## src/rtl/mccpu_mem_handshake_if.sv

```systemverilog
// Unified memory port between the multicycle core and its memory.
//   master (core)  : drives mem_req, mem_we, mem_addr, mem_wdata; receives mem_rdata, mem_ready
//   slave  (memory): the reverse directions
// An access completes in any cycle where mem_req and mem_ready are both high.
interface mccpu_mem_handshake_if;
  logic        mem_req;
  logic        mem_we;
  logic [31:0] mem_addr;
  logic [31:0] mem_wdata;
  logic [31:0] mem_rdata;
  logic        mem_ready;

  modport master (
    output mem_req, mem_we, mem_addr, mem_wdata,
    input  mem_rdata, mem_ready
  );

  modport slave (
    input  mem_req, mem_we, mem_addr, mem_wdata,
    output mem_rdata, mem_ready
  );
endinterface

```

## src/rtl/mccpu_mem_handshake.sv

```systemverilog
// Multicycle MIPS-subset core (FETCH/DECODE/EXEC/MEM/WB/HALT) on one
// handshaked memory port with a bus-timeout halt.
// Ports:
//   clk          rising-edge clock
//   rst          synchronous active-low reset
//   bus          mccpu_mem_handshake_if.master memory port
//   instruction  instruction register
//   pcOut        current PC
//   halted       core stopped (illegal opcode or bus timeout), cleared by reset
// Optional build macro: MCCPU_JAL_EN adds jal and jr; without it both halt.
module mccpu_mem_handshake #(
  parameter logic [31:0] RESET_PC    = 32'h0000_0000,
  parameter int unsigned BUS_TIMEOUT = 16
) (
  input  logic                         clk,
  input  logic                         rst,
  mccpu_mem_handshake_if.master        bus,
  output logic [31:0]                  instruction,
  output logic [31:0]                  pcOut,
  output logic                         halted
);

  localparam int unsigned WCNT_W = 8;

  localparam logic [5:0] OP_RTYPE = 6'h00;
  localparam logic [5:0] OP_J     = 6'h02;
  localparam logic [5:0] OP_BEQ   = 6'h04;
  localparam logic [5:0] OP_BNE   = 6'h05;
  localparam logic [5:0] OP_ADDI  = 6'h08;
  localparam logic [5:0] OP_LUI   = 6'h0F;
  localparam logic [5:0] OP_LW    = 6'h23;
  localparam logic [5:0] OP_SW    = 6'h2B;
  localparam logic [5:0] FN_ADD   = 6'h20;
  localparam logic [5:0] FN_SUB   = 6'h22;
  localparam logic [5:0] FN_AND   = 6'h24;
  localparam logic [5:0] FN_OR    = 6'h25;
  localparam logic [5:0] FN_SLT   = 6'h2A;
`ifdef MCCPU_JAL_EN
  localparam logic [5:0] OP_JAL   = 6'h03;
  localparam logic [5:0] FN_JR    = 6'h08;
`endif

  typedef enum logic [2:0] {FETCH, DECODE, EXEC, MEM, WB, HALT} state_t;

  state_t              state;
  logic [31:0]         pc;
  logic [31:0]         ir;
  logic [31:0]         a;
  logic [31:0]         b;
  logic [31:0]         alu_out;
  logic [31:0]         mdr;
  logic [WCNT_W-1:0]   wait_cnt;
  logic [31:0]         regs [32];

  logic [5:0]  opcode;
  logic [5:0]  funct;
  logic [4:0]  rs;
  logic [4:0]  rt;
  logic [4:0]  rd;
  logic [31:0] imm_sext;
  logic [31:0] eff_addr;
  logic [4:0]  wb_dst;
  logic [31:0] wb_data;
  logic        timeout;

  assign opcode   = ir[31:26];
  assign rs       = ir[25:21];
  assign rt       = ir[20:16];
  assign rd       = ir[15:11];
  assign funct    = ir[5:0];
  assign imm_sext = {{16{ir[15]}}, ir[15:0]};
  assign eff_addr = a + imm_sext;
  assign wb_dst   = (opcode == OP_RTYPE) ? rd : rt;
  assign wb_data  = (opcode == OP_LW) ? mdr : alu_out;
  // Fires on the last tolerated unanswered cycle, so HALT follows the BUS_TIMEOUT-th one.
  assign timeout  = (wait_cnt == WCNT_W'(BUS_TIMEOUT - 1));

  assign instruction = ir;
  assign pcOut       = pc;

  function automatic logic [31:0] word_addr(input logic [31:0] x);
    return x & 32'hFFFF_FFFC;
  endfunction

  // Opcode legality, ALU result, and the next PC for control-flow instructions.
  logic        legal;
  logic        to_mem;
  logic        to_wb;
  logic [31:0] alu_res;
  logic [31:0] exec_pc;

  always_comb begin
    legal   = 1'b0;
    to_mem  = 1'b0;
    to_wb   = 1'b0;
    alu_res = '0;
    exec_pc = pc;
    case (opcode)
      OP_RTYPE: begin
        legal = 1'b1;
        to_wb = 1'b1;
        case (funct)
          FN_ADD: alu_res = a + b;
          FN_SUB: alu_res = a - b;
          FN_AND: alu_res = a & b;
          FN_OR:  alu_res = a | b;
          FN_SLT: alu_res = {31'b0, ($signed(a) < $signed(b))};
`ifdef MCCPU_JAL_EN
          FN_JR: begin
            to_wb   = 1'b0;
            exec_pc = a;
          end
`endif
          default: begin
            legal = 1'b0;
            to_wb = 1'b0;
          end
        endcase
      end
      OP_ADDI: begin
        legal   = 1'b1;
        to_wb   = 1'b1;
        alu_res = a + imm_sext;
      end
      OP_LUI: begin
        legal   = 1'b1;
        to_wb   = 1'b1;
        alu_res = {ir[15:0], 16'h0000};
      end
      OP_LW, OP_SW: begin
        legal  = 1'b1;
        to_mem = 1'b1;
      end
      OP_BEQ: begin
        legal = 1'b1;
        if (a == b) exec_pc = alu_out;
      end
      OP_BNE: begin
        legal = 1'b1;
        if (a != b) exec_pc = alu_out;
      end
      OP_J: begin
        legal   = 1'b1;
        exec_pc = {pc[31:28], ir[25:0], 2'b00};
      end
`ifdef MCCPU_JAL_EN
      OP_JAL: begin
        legal   = 1'b1;
        exec_pc = {pc[31:28], ir[25:0], 2'b00};
      end
`endif
      default: ;
    endcase
  end

  // Control FSM with datapath registers; bus outputs are set on the edge entering FETCH/MEM.
  always_ff @(posedge clk) begin
    if (!rst) begin
      state         <= FETCH;
      pc            <= RESET_PC;
      ir            <= '0;
      a             <= '0;
      b             <= '0;
      alu_out       <= '0;
      mdr           <= '0;
      wait_cnt      <= '0;
      halted        <= 1'b0;
      bus.mem_req   <= 1'b0;
      bus.mem_we    <= 1'b0;
      bus.mem_addr  <= word_addr(RESET_PC);
      bus.mem_wdata <= '0;
      for (int i = 0; i < 32; i++) regs[i] <= '0;
    end else begin
      case (state)
        FETCH: begin
          // Request is only low here in the first cycle out of reset.
          if (!bus.mem_req) begin
            bus.mem_req  <= 1'b1;
            bus.mem_we   <= 1'b0;
            bus.mem_addr <= word_addr(pc);
          end else if (bus.mem_ready) begin
            ir          <= bus.mem_rdata;
            pc          <= pc + 32'd4;
            bus.mem_req <= 1'b0;
            wait_cnt    <= '0;
            state       <= DECODE;
          end else if (timeout) begin
            bus.mem_req <= 1'b0;
            halted      <= 1'b1;
            state       <= HALT;
          end else begin
            wait_cnt <= wait_cnt + WCNT_W'(1);
          end
        end
        DECODE: begin
          a       <= regs[rs];
          b       <= regs[rt];
          alu_out <= pc + (imm_sext << 2);
          if (legal) begin
            state <= EXEC;
          end else begin
            halted <= 1'b1;
            state  <= HALT;
          end
        end
        EXEC: begin
          if (to_mem) begin
            alu_out       <= eff_addr;
            bus.mem_req   <= 1'b1;
            bus.mem_we    <= (opcode == OP_SW);
            bus.mem_addr  <= word_addr(eff_addr);
            bus.mem_wdata <= b;
            state         <= MEM;
          end else if (to_wb) begin
            alu_out <= alu_res;
            state   <= WB;
          end else begin
`ifdef MCCPU_JAL_EN
            if (opcode == OP_JAL) regs[31] <= pc;
`endif
            pc           <= exec_pc;
            bus.mem_req  <= 1'b1;
            bus.mem_we   <= 1'b0;
            bus.mem_addr <= word_addr(exec_pc);
            state        <= FETCH;
          end
        end
        MEM: begin
          if (bus.mem_ready) begin
            wait_cnt <= '0;
            if (bus.mem_we) begin
              // Store done: roll straight into the next fetch, request stays high.
              bus.mem_we   <= 1'b0;
              bus.mem_addr <= word_addr(pc);
              state        <= FETCH;
            end else begin
              mdr         <= bus.mem_rdata;
              bus.mem_req <= 1'b0;
              state       <= WB;
            end
          end else if (timeout) begin
            bus.mem_req <= 1'b0;
            halted      <= 1'b1;
            state       <= HALT;
          end else begin
            wait_cnt <= wait_cnt + WCNT_W'(1);
          end
        end
        WB: begin
          if (wb_dst != 5'd0) regs[wb_dst] <= wb_data;
          bus.mem_req  <= 1'b1;
          bus.mem_we   <= 1'b0;
          bus.mem_addr <= word_addr(pc);
          state        <= FETCH;
        end
        HALT: ;
        default: begin
          halted <= 1'b1;
          state  <= HALT;
        end
      endcase
    end
  end

endmodule

```

## src/flat_wrapper.sv

```systemverilog
// flat-port wrapper written by rule: the top's interface ports become plain ports
module mccpu_mem_handshake_flat 
#(
  parameter logic [31:0] RESET_PC    = 32'h0000_0000,
  parameter int unsigned BUS_TIMEOUT = 16
)
  (clk, rst, instruction, pcOut, halted, bus_mem_req, bus_mem_we, bus_mem_addr, bus_mem_wdata, bus_mem_rdata, bus_mem_ready);
  mccpu_mem_handshake_if bus_i ();
  input  logic clk;
  input  logic rst;
  output logic [31:0] instruction;
  output logic [31:0] pcOut;
  output logic halted;
  output wire logic [$bits(bus_i.mem_req)-1:0] bus_mem_req;
  output wire logic [$bits(bus_i.mem_we)-1:0] bus_mem_we;
  output wire logic [$bits(bus_i.mem_addr)-1:0] bus_mem_addr;
  output wire logic [$bits(bus_i.mem_wdata)-1:0] bus_mem_wdata;
  input wire logic [$bits(bus_i.mem_rdata)-1:0] bus_mem_rdata;
  input wire logic [$bits(bus_i.mem_ready)-1:0] bus_mem_ready;
  assign bus_mem_req = bus_i.mem_req;
  assign bus_mem_we = bus_i.mem_we;
  assign bus_mem_addr = bus_i.mem_addr;
  assign bus_mem_wdata = bus_i.mem_wdata;
  assign bus_i.mem_rdata = bus_mem_rdata;
  assign bus_i.mem_ready = bus_mem_ready;
  mccpu_mem_handshake #(.RESET_PC(RESET_PC), .BUS_TIMEOUT(BUS_TIMEOUT)) u_core (.clk(clk), .rst(rst), .bus(bus_i), .instruction(instruction), .pcOut(pcOut), .halted(halted));
endmodule
```

## config.mk

```make
export PLATFORM = sky130hd
export DESIGN_NAME = mccpu_mem_handshake_flat
export DESIGN_NICKNAME = d
export VERILOG_FILES = /design/src/rtl/mccpu_mem_handshake_if.sv /design/src/rtl/mccpu_mem_handshake.sv /design/src/flat_wrapper.sv
export SDC_FILE = /design/constraint.sdc
export NUM_CORES = 2
export LEC_CHECK = 0
export CAP_MARGIN = 20
export CELL_PAD_IN_SITES_DETAIL_PLACEMENT = 1
export CELL_PAD_IN_SITES_GLOBAL_PLACEMENT = 1
export CORE_MARGIN = 1.5
export CORE_UTILIZATION = 40
export DETAILED_ROUTE_END_ITERATION = 8
export DONT_BUFFER_PORTS = 1
export PLACE_DENSITY_LB_ADDON = 0.1
export SYNTH_ARGS = -nofsm -noshare
export SYNTH_HDL_FRONTEND = slang
export SYNTH_SLANG_ARGS = --single-unit
```

## constraint.sdc

```tcl
create_clock -name clk -period 4.2 [get_ports clk]
set_input_delay 0.84 -clock clk [delete_from_list [all_inputs] [get_ports clk]]
set_output_delay 0.84 -clock clk [all_outputs]
set_load 0.05 [all_outputs]
```

# --- Yosys cells after proc, flatten, opt, wreduce, memory -nomap -nowiden ---
# Memory sizes are Yosys's and may differ from the RTL's. A register that Yosys moved wholly into a read port is not among the register bits.
# Index checks and enable logic that the tools add are counted.
op_classes:
  n_addsub: 6
  magnitude_cmp: 1
  eq_ne: 35
  mux: 65
  n_bitwise: 5
  n_reduce_logical: 27
ops:
  columns: ["op", "count"]
  rows:
  - ["32-bit 2-to-1 mux", 15]
  - ["32-bit case mux with 3 select lines", 2]
  - ["32-bit case mux with 5 select lines", 1]
  - ["32-bit case mux with 2 select lines", 2]
  - ["32-bit case mux with 4 select lines", 1]
  - ["32-bit adder", 3]
  - ["6-bit equality test, second input constant", 7]
  - ["32-bit by 3-bit adder with 32-bit output, second input constant", 1]
  - ["32-bit bitwise AND", 1]
  - ["32-bit equality test", 1]
  - ["32-bit < comparator", 1]
  - ["32-bit != test", 1]
  - ["32-bit bitwise OR", 1]
  - ["32-bit OR reduction", 1]
  - ["32-bit subtractor", 1]
  - ["1-bit 2-to-1 mux", 24]
  - ["3-bit 2-to-1 mux", 8]
  - ["8-bit 2-to-1 mux", 3]
  - ["3-bit case mux with 6 select lines", 1]
  - ["8-bit case mux with 2 select lines", 1]
  - ["6-bit by 3-bit equality test with 1-bit output, second input constant", 2]
  - ["6-bit by 4-bit equality test with 1-bit output, second input constant", 2]
  - ["2-bit != test, second input constant", 6]
  - ["3-bit by 2-bit != test with 1-bit output, second input constant", 4]
  - ["other kinds (29)", 49]
totals:
  regBits: 206
  ramBits: 1024
  input_bits: 35
  output_inout_bits: 131
  mem_count: 1
mem_list:
  columns: ["name", "depth", "word_bits", "read_ports", "rd_clocked_by_memory_dff", "wr", "line", "text"]
  rows:
  - ["u_core.regs", 32, 32, 2, 2, 32, "mccpu_mem_handshake.sv:53", "logic [31:0] regs [32];"]

# --- Depth between registers and ports, before layout ---
logic_depth:
  word_depth: 9
  ltp_mapped: 14
  mapped_depth_nobuf: 13

# --- Worst setup path after synthesis ---
# OpenSTA, ideal clock, no wires.
synth_timing:
  kind: "register to register"
  start: "reg u_core.ir[15] (netlist: u_core.instruction[15])"
  end: "mem u_core.regs[16][0] (enable)"
  t_arrival_ns: 3.560
  required_time_ns: 3.811
  path_slack_ns: 0.250
  stages_incl_launch_ff: 9
  n_path_buf: 2
  cell_sequence: "dfxtp_1 clkbuf_1 nor3_1 a31oi_1 nor2_1 nor3_1 nand2_1 clkbuf_1 nand2_1"
synth_lines:
  columns: ["element", "line", "text"]
  rows:
  - ["start, declared", "mccpu_mem_handshake.sv:47", "logic [31:0] ir;"]
  - ["start signal, assigned", "mccpu_mem_handshake.sv:182", "ir <= bus.mem_rdata;"]
  - ["end, declared", "mccpu_mem_handshake.sv:53", null]

# --- Worst setup path after layout ---
layout_timing:
  start: "reg u_core.a[4], read port of u_core.regs"
  end: "reg u_core.alu_out[0]"
layout_via:
  elab_chain_cells: 6
layout_lines:
  columns: ["element", "line", "text"]
  rows:
  - ["start, declared", "mccpu_mem_handshake.sv:48", "logic [31:0] a;"]
  - ["32-bit < comparator", "mccpu_mem_handshake.sv:107", "FN_SLT: alu_res = {31'b0, ($signed(a) < $signed(b))};"]
  - ["32-bit case mux with 5 select lines", "mccpu_mem_handshake.sv:102", "case (funct)"]
  - ["32-bit case mux with 3 select lines", "mccpu_mem_handshake.sv:98", "case (opcode)"]
  - ["32-bit 2-to-1 mux", "mccpu_mem_handshake.sv:214", "end else if (to_wb) begin"]
  - ["32-bit 2-to-1 mux", "mccpu_mem_handshake.sv:207", "if (to_mem) begin"]
  - ["32-bit case mux with 2 select lines", "mccpu_mem_handshake.sv:174", "case (state)"]
  - ["end signal, assigned", "mccpu_mem_handshake.sv:198", "alu_out <= pc + (imm_sext << 2);"]
  - ["end signal, assigned", "mccpu_mem_handshake.sv:208", "alu_out <= eff_addr;"]
  - ["end signal, assigned", "mccpu_mem_handshake.sv:215", "alu_out <= alu_res;"]
  - ["end, declared", "mccpu_mem_handshake.sv:50", "logic [31:0] alu_out;"]
# Every way passes these cells. The select of a mux whose other input is x is not followed.
# A chain may end at the register's enable or synchronous reset.

==> implementation parameters <==
Parameter                              Value

Floorplanning
  I/O pin total ... 166
  Total number of placement rows ... roughly 150
  Die height ... between 400 and 500 um
  Total die area ... roughly 180000 um^2
  Die Width ... ~430 um
  Effective utilization at floorplan ... between 40% and 50%
  Placeable core area ... about 180000 um^2

CTS
  Clock slew at reported path FFs ... 60 ps
  Clock tree from TritonCTS ... built
  Clock root cell ... sky130_fd_sc_hd__clkbuf_16
  Setup Fix Bufs, Post-CTS ... 0
  H-tree depth reported by CTS ... 4
  Insertion delay to the later sink of the worst-skew pair ... slightly above 800 ps
  TritonCTS buffer count ... about 150
  Clock net sink count ... between 1000 and 1500
  Max Root-Sink Buffers ... 3

Global route
  Number of global-route vias before repair ... between 50000 and 60000
  Largest net degree at the start of global routing ... between 100 and 150
  Remaining global-route overflow ... 0
  Global-route usage over all layers ... between 30% and 40%
  Initial antenna violation count ... 13
  Wire length of the first global-routing pass ... ~430000 um

Placement
  Routability-driven placement congestion ratio ... 0.984
  Number of port buffers ... 0
  Post-placement cell count ... 8172
  Sum of net half-perimeters after detailed placement ... approximately 210000 um

Timing
  Final critical path time including I/O delays and setup ... roughly 4100 ps
  Transition time at the pin with the least slew margin ... ~960 ps
  Relative slew margins ... a little over a third
  Final critical-path share of the clock period ... 97.8%
  Peak clock frequency supported by timing ... 0.243 GHz
  Unrepaired setup endpoints after global routing ... false
  Final hold violation count ... 0
  Clk_skew ... about 40 ps
  Max-slew violation total from the final report ... 0
  Finish-stage setup viols ... 0

Power
  Switching power share of the total ... slightly above 30%
  Combinational cell fraction of total power ... a little under a fifth
  Internal power ... around 24 mW
  LEAKAGE ... between 20 and 30 nW
  Sequential share of power ... a little over two fifths
  Power density over the cells ... roughly 430 nW/um^2
  Max rail drop VDD ... approximately 0.30 mV
  Clock power share ... 38.2%
  Tot Pwr ... 35.0 mW
  Switching power summed over all nets ... roughly 11 mW

Routing
  First-pass iteration count of the detailed router ... 9
  Count of unresolved DRC violations after routing ... 1
  Routed WL per cell ... roughly 36 um
  Vias ... ~54000
  WL final ... 308000 um
  Routed via count divided by cell count ... 6.44
  Number of nets with antenna violations after routing ... 0
  Starting DRT DRC Count ... approximately 6400

Final layout
  Finished Layout Cells ... approximately 8500
  Layout Area Growth over Synthesis ... 14.9%
  Post-layout net count ... approximately 6200
  Layout fillers ... approximately 18000
  Share of cells above drive strength 1 ... approximately a quarter

Run status
  Violated checks ... DRC
  Run status ... finished, violations left

Synth
  Flip-flop cell with the highest count after synthesis ... sky130_fd_sc_hd__edfxtp_1
  Synth Area per Inst ... about 12 um^2
  Number of synthesis warnings ... 0
  Synth top area share ... 43.0%
  Sequential cell area fraction in the yosys report ... roughly 51%
  Distinct cell type count after synthesis ... 80
  Cell count after synthesis ... between 5000 and 6000
  Number of flops mapped to enable cells by yosys ... about 1000
  Synth top area cells ... sky130_fd_sc_hd__edfxtp_1 43%, sky130_fd_sc_hd__mux4_2 20%, sky130_fd_sc_hd__dfxtp_1 7.5%
  Dominant cell type by area after synthesis ... sky130_fd_sc_hd__edfxtp_1
  Proportion of register bits with asynchronous set or reset after synthesis ... 0%
  Post-synthesis instance area ... approximately 71000 um^2
  Count of state elements after synthesis ... around 1300

Setup path
  Slowest cell on crit path ... sky130_fd_sc_hd__o41ai_1
  Cell Chain, Critical Path ... inv_1 -> ha_1 -> nor3_1 -> a21oi_1 -> o21ai_0 -> a22o_1 -> o41ai_1 -> a21oi_1 -> or4_1 -> a21oi_1 -> o21ai_0 -> a21oi_1
  Critical path start-end classification ... register to register
  Type of element capturing the critical path ... register
  Cell with the most instances on the worst path ... sky130_fd_sc_hd__a21oi_1
  Maximum single-stage delay on the critical path ... between 700 and 800 ps
  Maximum fanout count along the critical path ... 9
  Startpoint Class ... register
  Buffer and inverter count on the worst path ... 1
  Required time reported for the critical path endpoint ... approximately 5000 ps
  Family with the most delay on the worst path ... compound AO/OA/AOI/OAI gates
  Arrival time of data at the critical path endpoint ... around 4900 ps

Run
  Reported max-cap violation count ... 0

Worst hold path
  Kind of path behind the tightest hold check ... input pin to register
## power groups by stage
stage / combinational, mW / clock, mW / sequential [mW]
2_1_floorplan: 3.74 / 0 / 15.0
3_3_place_gp: 6.52 / 0 / 15.2
3_5_place_dp: 6.56 / 0 / 15.2
4_1_cts: 6.57 / 13.5 / 14.9
5_1_grt: 6.93 / 13.9 / 15.0
6_report: 6.65 / 13.4 / 15.0
## sequential cells by signal (all words and copies together), names as in the netlist, 3 cells and up
name and cells:
u_core.a 32, u_core.pcOut 32, u_core.state 3, u_core.regs 1024, u_core.bus.mem_addr 30, u_core.b 32
u_core.instruction 32, u_core.bus.mem_wdata 32, u_core.mdr 32, u_core.alu_out 32, u_core.wait_cnt 8
## cells in the final DEF (no fill, tap or decap), drive strengths merged, types with 63 or more instances in the layout
cell and n:
dfxtp 268, a21oi 348, o21ai 196, nand2 412, edfxtp 1024, a211oi 114, buf 429, ha 173
nor2 1256, xnor2 63, mux2i 111, inv 130, clkbuf 202, mux4 640
## path summary, 6_finish.rpt
kind / end / startpoint / slack, ps / depth (start not counted)
hold reg to reg: u_core.mdr[23]$_SDFFE_PN0P_ / u_core.mdr[23]$_SDFFE_PN0P_ / 490 / 2
hold / removal: u_core.instruction[19]$_SDFFE_PN0P_ / bus_mem_rdata[19] / 140 / 2
setup reg to reg: u_core.alu_out[0]$_SDFFE_PN0P_ / u_core.a[4]$_SDFFE_PN0N_ / 90 / 12
setup / recovery: u_core.alu_out[0]$_SDFFE_PN0P_ / u_core.a[4]$_SDFFE_PN0N_ / 90 / 12
## cell type report
type	instances	area, um^2	share of cell area (%)
sequential	1292	36200	44.0
multi-input combinational	3984	33500	40.8
clock buffer	202	4120	5.01
timing repair buffer	429	4060	4.94
tap	2340	2930	3.57
clock inverter	77	812	0.989
inverter	127	489	0.596
antenna	1	2.50	0.00305
## per-layer routing
metal / routed length, um / up-vias / global-route usage [%]
met1: 119000 / 28800 / 43.3
met2: 149000 / 2544 / 56.1
met3: 25100 / 616 / 6.32
met4: 14300 / 10 / 14.6
li1: - / 22400 / -
met5: 69 / - / 0
## what timing repair did
item,4_1_cts,5_1_grt
setup endpoints to repair,2,2
hold buffers,0,0
resized for setup,1,3
pin swaps,0,1
## stage by stage
step	worst slack (ps)	TNS [ps]	area, um^2	hold WS (ps)	utilization (%)
3_5_place_dp	-94.0	-94.0	77100	479	43.6
4_1_cts	6.46	0	82100	93.0	46.4
6_report	92.0	0	82100	138	46.4
3_3_place_gp	-250	-322	77100	466	43.6
2_1_floorplan	250	0	71600	436	-
5_1_grt	23.2	0	82100	120	46.4
## Yosys cell counts, types with 19 or more instances
master,count
sky130_fd_sc_hd__xor2_1,20
sky130_fd_sc_hd__mux4_2,640
sky130_fd_sc_hd__o21bai_1,20
sky130_fd_sc_hd__xnor2_1,63
sky130_fd_sc_hd__a21o_1,34
sky130_fd_sc_hd__nand2b_1,30
sky130_fd_sc_hd__nand3_1,53
sky130_fd_sc_hd__o21ai_0,191
sky130_fd_sc_hd__and3_1,22
sky130_fd_sc_hd__edfxtp_1,1024
sky130_fd_sc_hd__nor2_1,1256
sky130_fd_sc_hd__nor3_1,50
sky130_fd_sc_hd__nand2_1,412
sky130_fd_sc_hd__nand4_1,25
sky130_fd_sc_hd__inv_1,125
sky130_fd_sc_hd__o21a_1,19
sky130_fd_sc_hd__ha_1,173
sky130_fd_sc_hd__buf_1,63
sky130_fd_sc_hd__a31oi_1,41
sky130_fd_sc_hd__a21oi_1,348
sky130_fd_sc_hd__a211oi_1,114
sky130_fd_sc_hd__mux2i_1,110
sky130_fd_sc_hd__a222oi_1,26
sky130_fd_sc_hd__a221oi_1,25
sky130_fd_sc_hd__clkbuf_1,453
sky130_fd_sc_hd__dfxtp_1,268
sky130_fd_sc_hd__o211ai_1,25
## kinds of logic (layout without fill, tap and decap cells)
group / after synthesis / after routing / synth area share (%)
and+or+nand+nor: 1950 / 1950 / 11.2
other: 1 / 35 / 0.00525
xor gates and xnor gates: 83 / 83 / 1.02
buffers and inverters: 668 / 835 / 3.59
adders and majority gates: 177 / 177 / 3.14
muxes: 755 / 755 / 21.8
AOI/OAI and AO/OA: 985 / 985 / 8.71
DFF: 1292 / 1292 / 50.5
No activity file was read; power rests on OpenSTA's default activity.
